**config.mk**
```make
export PLATFORM = sky130hd
export DESIGN_NAME = sd_clk_gen
export DESIGN_NICKNAME = d
export VERILOG_FILES = /design/src/rtl/sd_host_pkg.sv /design/src/rtl/sd_clk_divider.sv /design/src/rtl/sd_clk_gen.sv
export SDC_FILE = /design/constraint.sdc
export NUM_CORES = 1
export LEC_CHECK = 0
export CAP_MARGIN = 40
export CORE_ASPECT_RATIO = 1.75
export CORE_MARGIN = 2
export CORE_UTILIZATION = 45
export CTS_CLUSTER_DIAMETER = 30
export DETAILED_ROUTE_END_ITERATION = 10
export PLACE_DENSITY = 0.79
export SYNTH_ARGS = -nofsm -noshare
export SYNTH_HDL_FRONTEND = slang
export SYNTH_SLANG_ARGS = --single-unit
```
**constraint.sdc**
```tcl
create_clock -name ex_clk -period 2.9 [get_ports ex_clk]
set_input_delay 0.58 -clock ex_clk [delete_from_list [all_inputs] [get_ports ex_clk]]
set_output_delay 0.58 -clock ex_clk [all_outputs]
set_load 0.01 [all_outputs]
```
**src/rtl/sd_host_pkg.sv**
```systemverilog
// Shared Clock Control definitions for the SD host clock path: register bit
// positions, clock FSM states and the frequency-select decode.
package sd_host_pkg;

    localparam int CLK_INT_EN     = 0;
    localparam int CLK_INT_STABLE = 1;
    localparam int CLK_SD_EN      = 2;
    localparam int CLK_FREQ_LSB   = 8;
    localparam int HP_W           = 7;

    typedef enum logic [2:0] {
        ST_OFF         = 3'd0,
        ST_STABILIZING = 3'd1,
        ST_READY       = 3'd2,
        ST_RUNNING     = 3'd3,
        ST_STOPPING    = 3'd4
    } clk_state_e;

    // Highest set bit k selects H = 2^k; 0x00 behaves like 0x01. Returns H-1.
    function automatic logic [HP_W-1:0] half_period_m1(input logic [7:0] freq_sel);
        logic [7:0] half;
        half = 8'd1;
        for (int i = 0; i < 8; i++) begin
            if (freq_sel[i]) begin
                half = 8'd1 << i;
            end
        end
        return HP_W'(half - 8'd1);
    endfunction

endpackage

```
**src/rtl/sd_clk_divider.sv**
```systemverilog
// SDCLK half-period counter and toggle flop with registered rise/fall strobes.
// load latches the half-period and restarts low; no_rise lets only falls through.
module sd_clk_divider
    import sd_host_pkg::*;
(
    input  logic            ex_clk,
    input  logic            ex_reset,
    input  logic            load,
    input  logic            clear,
    input  logic            enable,
    input  logic            no_rise,
    input  logic [HP_W-1:0] half_m1_in,
    output logic            sd_clk,
    output logic            sd_clk_rise,
    output logic            sd_clk_fall
);

    logic [HP_W-1:0] cnt_q, cnt_d;
    logic [HP_W-1:0] half_m1_q, half_m1_d;
    logic            clk_q, clk_d;
    logic            rise_q, rise_d;
    logic            fall_q, fall_d;

    always_comb begin
        cnt_d     = cnt_q;
        half_m1_d = half_m1_q;
        clk_d     = clk_q;
        if (load) begin
            half_m1_d = half_m1_in;
            cnt_d     = '0;
            clk_d     = 1'b0;
        end else if (clear) begin
            cnt_d = '0;
        end else if (enable) begin
            // The counter wraps at H-1 even when a suppressed rise leaves the clock low.
            if (cnt_q == half_m1_q) begin
                cnt_d = '0;
                if (clk_q) begin
                    clk_d = 1'b0;
                end else if (!no_rise) begin
                    clk_d = 1'b1;
                end
            end else begin
                cnt_d = cnt_q + HP_W'(1);
            end
        end
        rise_d = !clk_q && clk_d;
        fall_d = clk_q && !clk_d;
    end

    // Reset value of half_m1 = 0 corresponds to a latched half-period of 1.
    always_ff @(posedge ex_clk or negedge ex_reset) begin
        if (!ex_reset) begin
            cnt_q     <= '0;
            half_m1_q <= '0;
            clk_q     <= 1'b0;
            rise_q    <= 1'b0;
            fall_q    <= 1'b0;
        end else begin
            cnt_q     <= cnt_d;
            half_m1_q <= half_m1_d;
            clk_q     <= clk_d;
            rise_q    <= rise_d;
            fall_q    <= fall_d;
        end
    end

    assign sd_clk      = clk_q;
    assign sd_clk_rise = rise_q;
    assign sd_clk_fall = fall_q;

endmodule

```
**src/rtl/sd_clk_gen.sv**
```systemverilog
// SDCLK generator: internal-clock stabilisation, power-of-two division and
// glitch-free start/stop. Optional idle auto-gating via `SDCLK_AUTO_GATE_EN.
module sd_clk_gen
    import sd_host_pkg::*;
#(
    parameter int STABLE_CYCLES    = 16,
    parameter int IDLE_GATE_CYCLES = 8
) (
    input  logic        ex_clk,
    input  logic        ex_reset,
    input  logic [15:0] clk_ctrl_in,
    input  logic        bus_busy,
    output logic        sd_clk,
    output logic        sd_clk_rise,
    output logic        sd_clk_fall,
    output logic        int_clk_stable,
    output logic        sd_clk_active
);

    localparam int STAB_W      = (STABLE_CYCLES > 2) ? $clog2(STABLE_CYCLES) : 1;
    localparam int STAB_TARGET = (STABLE_CYCLES > 2) ? STABLE_CYCLES - 1 : 1;

    clk_state_e  state_q, state_d;
    logic [STAB_W-1:0] stab_cnt_q, stab_cnt_d, stab_inc;
    logic        stable_q, stable_d;
    logic        int_en, sd_en;
    logic        gated;
    logic        div_load, div_clear, div_enable, div_no_rise;
    logic        unused_ctrl;

    assign int_en      = clk_ctrl_in[CLK_INT_EN];
    assign sd_en       = clk_ctrl_in[CLK_SD_EN];
    assign stab_inc    = stab_cnt_q + STAB_W'(1);
    assign unused_ctrl = ^{clk_ctrl_in[7:3], clk_ctrl_in[CLK_INT_STABLE]};

`ifdef SDCLK_AUTO_GATE_EN
    localparam int IDLE_W = $clog2(IDLE_GATE_CYCLES + 1);

    logic [IDLE_W-1:0] idle_cnt_q, idle_cnt_d;

    assign gated = (idle_cnt_q == IDLE_W'(IDLE_GATE_CYCLES));

    always_comb begin
        idle_cnt_d = '0;
        if (state_q == ST_RUNNING && !bus_busy) begin
            idle_cnt_d = gated ? idle_cnt_q : idle_cnt_q + IDLE_W'(1);
        end
    end

    always_ff @(posedge ex_clk or negedge ex_reset) begin
        if (!ex_reset) begin
            idle_cnt_q <= '0;
        end else begin
            idle_cnt_q <= idle_cnt_d;
        end
    end
`else
    logic unused_gate_cfg;

    assign gated           = 1'b0;
    assign unused_gate_cfg = bus_busy ^ (IDLE_GATE_CYCLES > 0);
`endif

    always_comb begin
        state_d    = state_q;
        stab_cnt_d = '0;
        case (state_q)
            ST_OFF: begin
                if (int_en) state_d = ST_STABILIZING;
            end
            ST_STABILIZING: begin
                stab_cnt_d = stab_inc;
                if (!int_en) begin
                    state_d = ST_OFF;
                end else if (stab_inc == STAB_W'(STAB_TARGET)) begin
                    state_d = ST_READY;
                end
            end
            ST_READY: begin
                if (!int_en) begin
                    state_d = ST_OFF;
                end else if (sd_en) begin
                    state_d = ST_RUNNING;
                end
            end
            ST_RUNNING: begin
                if (!int_en || !sd_en) state_d = ST_STOPPING;
            end
            ST_STOPPING: begin
                if (!sd_clk) state_d = int_en ? ST_READY : ST_OFF;
            end
            default: state_d = ST_OFF;
        endcase

        stable_d = int_en && (state_d inside {ST_READY, ST_RUNNING, ST_STOPPING});

        // Rises are only allowed while the FSM stays in RUNNING, so a stop never
        // opens a new high phase and an existing one always completes.
        div_load    = (state_q == ST_READY) && (state_d == ST_RUNNING);
        div_enable  = (state_q == ST_RUNNING) || (state_q == ST_STOPPING);
        div_no_rise = (state_q != ST_RUNNING) || (state_d != ST_RUNNING);
        div_clear   = 1'b0;
        if (gated && state_q == ST_RUNNING) begin
            div_no_rise = 1'b1;
            if (!sd_clk) begin
                div_enable = 1'b0;
                div_clear  = 1'b1;
            end
        end
    end

    always_ff @(posedge ex_clk or negedge ex_reset) begin
        if (!ex_reset) begin
            state_q    <= ST_OFF;
            stab_cnt_q <= '0;
            stable_q   <= 1'b0;
        end else begin
            state_q    <= state_d;
            stab_cnt_q <= stab_cnt_d;
            stable_q   <= stable_d;
        end
    end

    sd_clk_divider u_divider (
        .ex_clk      (ex_clk),
        .ex_reset    (ex_reset),
        .load        (div_load),
        .clear       (div_clear),
        .enable      (div_enable),
        .no_rise     (div_no_rise),
        .half_m1_in  (half_period_m1(clk_ctrl_in[CLK_FREQ_LSB +: 8])),
        .sd_clk      (sd_clk),
        .sd_clk_rise (sd_clk_rise),
        .sd_clk_fall (sd_clk_fall)
    );

    assign int_clk_stable = stable_q;
    assign sd_clk_active  = (state_q == ST_RUNNING);

endmodule
```
==> metrics <==
setup tns final=0 ps; dpl hpwl=1.83 mm; CTS max path bufs=2; register area=626 µm²; fmax=0.462 GHz; Placement Cell Area=1500 µm²; initial antenna violation count=0; RSZ-0062 raised after global routing=no; num rows=25; Post-Syn Area=1290 µm²; Reg clk slew, reported paths=80 ps; die area=3340 µm²; Mapped Cells=132; drt wl/cell=13.4 µm; Post-CTS Setup Repair Bufs=0; vias in the first global route=1069; Gate power share=11.0%; final instance area=1540 µm²; Clock Root Buffer=clkbuf_8; Post-Route WL=2.41 mm; largest net degree at the start of global routing=26; min-delay src=stab_cnt_q[0]$_DFF_PN0_; hold path cells=1; RR Startpoint=u_divider.cnt_q[2]$_DFFE_PN0P_; Die W=44.6 µm; CTS sink cnt=25; Slew Limit Headroom=74.2%; FF-to-FF End=u_divider.sd_clk_fall$_DFF_PN0_; # IOs=24; ratio of cells with drive above 1 in the final layout=9.15%; Startpoint Class=register; total gr overflow=0; GR Util All Layers=17.5%; initial drt markers=15; vias=1003; CTS hold repair buffers=0; Setup CP Type=reg -> out; critical path cell sequence=nand3b_1 > inv_1 > clkdlybuf4s50_1; ANT cells=0; initial core utilization=47.6%; most frequent cells in the layout=25 x dfrtp_1, 19 x nor2_1, 15 x clkdlybuf4s50_1; worst-skew pair later-pin latency=270 ps; NetSw=0.000158 W; Worst path slowest cell=clkdlybuf4s50_1; setup slack at placement=584 ps; sequential-to-total area share from yosys stat=48.3%; Cell Int Power=0.000496 W; switching share of total power=24.2%; Clock Skew=1.57 ps; Final Hold Fails=0; Final nets=177; Final Critical Period=2160 ps; yosys warns=0; Tcrit/Tclk final=74.6%; gpl congestion=0.804; Peak VDD IR=0.244 mV; DR vias/cell=5.57; area delta synth->final=19.0%; LEAKAGE=0.735 nW; # resized after CTS=0; CTS tree=done; Final setup viols=0; pwr dens=425 nW/µm²; final core utilization=56.6%; number of buffers and inverters on the critical path=2; Max-Cap Viols=0; core area=2720 µm²; first-pass GRT wire length=4.36 mm; Antenna Nets Post-Route=0; multi-input combinational cell area=642 µm²; Hold Path Sink=stab_cnt_q[0]$_DFF_PN0_; Slew @ Worst Pin=386 ps; drc violations=0; H-tree levels=1; FF-to-FF path depth=5; worst path required time=2320 ps; drt pass-1 iters=4; worst min path class=reg -> reg; critical path data arrival time=1580 ps; status=finished clean; Slew Viols, Final=0; clock share of power=31.5%; FF+latch count, synth=25; fill count=241; Crit Path Max Fanout=6; sequential share of power=57.5%; CP peak stage delay=530 ps; Die Span Y=75.0 µm; syn_nets=155; total CTS buffers=3; Worst Slack Setup Final=735 ps; Crit path max-delay family=buffers and inverters; Buffers on Ports=15; most common cell after layout, fill and taps aside=dfrtp_1; count of cell types in the netlist=32; mean area per synthesized cell=9.81 µm²; Worst setup EP type=primary output; flop2flop setup slack=1150 ps
sequential cells by signal, indices dropped and copies added (netlist names):
register,count
int_clk_stable,1
stab_cnt_q,4
state_q,3
u_divider.cnt_q,7
u_divider.half_m1_q,7
u_divider.sd_clk,1
u_divider.sd_clk_fall,1
u_divider.sd_clk_rise,1
cell type report:
class / count / area share [%]
flip-flops and latches: 25 / 40.6
well taps: 27 / 2.19
clock buffers: 4 / 2.92
inverters: 6 / 1.46
repair buffers: 18 / 11.2
multi-input cells: 100 / 41.6
cells in the mapped netlist (all sizes together):
library cell   n  share of area, %
dfrtp         25                48
nor2          19               5.5
nand2         12               3.7
xor2          11               7.4
a21oi          7               2.7
inv            6               1.7
xnor2          5               3.4
ha             4               3.9
nand3b         4               2.3
nand4          4               1.9
nor3           4               1.5
o21ai          4               1.5
nand3          3               1.2
o21bai         3               2.3
a21boi         2               1.2
and3           2              0.97
mux2           2               1.7
nand2b         2              0.97
nor2b          2              0.97
nor4           2               1.4
a31o           1              0.68
a31oi          1              0.48
and2           1              0.48
and3b          1              0.68
buf            1              0.39
o21a           1              0.58
o32ai          1              0.68
or3            1              0.48
or3b           1              0.87
through the flow:
step                power (W)  instances  hold slack [ps]
floorplan            0.000417        132              284
global placement     0.000451        176              499
detailed placement   0.000456        176              523
CTS                  0.000658        180              535
global route         0.000681        180              578
finish               0.000655        180              535
layer usage:
metal,global-route usage [%],routed length (µm),vias up
met2,31.7,1300,22
met3,3.12,73,9
met5,0,0,-
li1,-,-,492
met1,18.1,960,480
met4,10.1,76,0
power groups by stage:
stage               sequential, W  combinational [W]  clock, W
floorplan                0.000380          0.0000374         0
global placement         0.000382          0.0000697         0
detailed placement       0.000383          0.0000731         0
CTS                      0.000376          0.0000736  0.000208
global route             0.000379          0.0000842  0.000218
finish                   0.000377          0.0000722  0.000206
worst max-delay path by stage:
stage	from	end	slack [ps]	depth (start not counted)
floorplan	clk_ctrl_in[13]	u_divider.half_m1_q[6]$_DFFE_PN0N_	990	6
global placement	clk_ctrl_in[14]	u_divider.half_m1_q[6]$_DFFE_PN0N_	610	8
detailed placement	clk_ctrl_in[14]	u_divider.half_m1_q[6]$_DFFE_PN0N_	580	8
CTS	state_q[2]$_DFF_PN0_	sd_clk_active	740	3
global route	state_q[1]$_DFF_PN0_	sd_clk_active	700	3
finish	state_q[2]$_DFF_PN0_	sd_clk_active	740	3
kinds of logic after synthesis:
logic type / Yosys count / synth area share [%]
adder cells (fa/ha/maj): 4 / 3.86
AND/OR/NAND/NOR: 58 / 23.0
flip-flops: 25 / 48.3
buffers and inverters: 7 / 2.13
XOR/XNOR: 16 / 10.8
multiplexers: 2 / 1.74
AO/OA/AOI/OAI: 20 / 10.1
No activity file was read; power rests on OpenSTA's default activity.
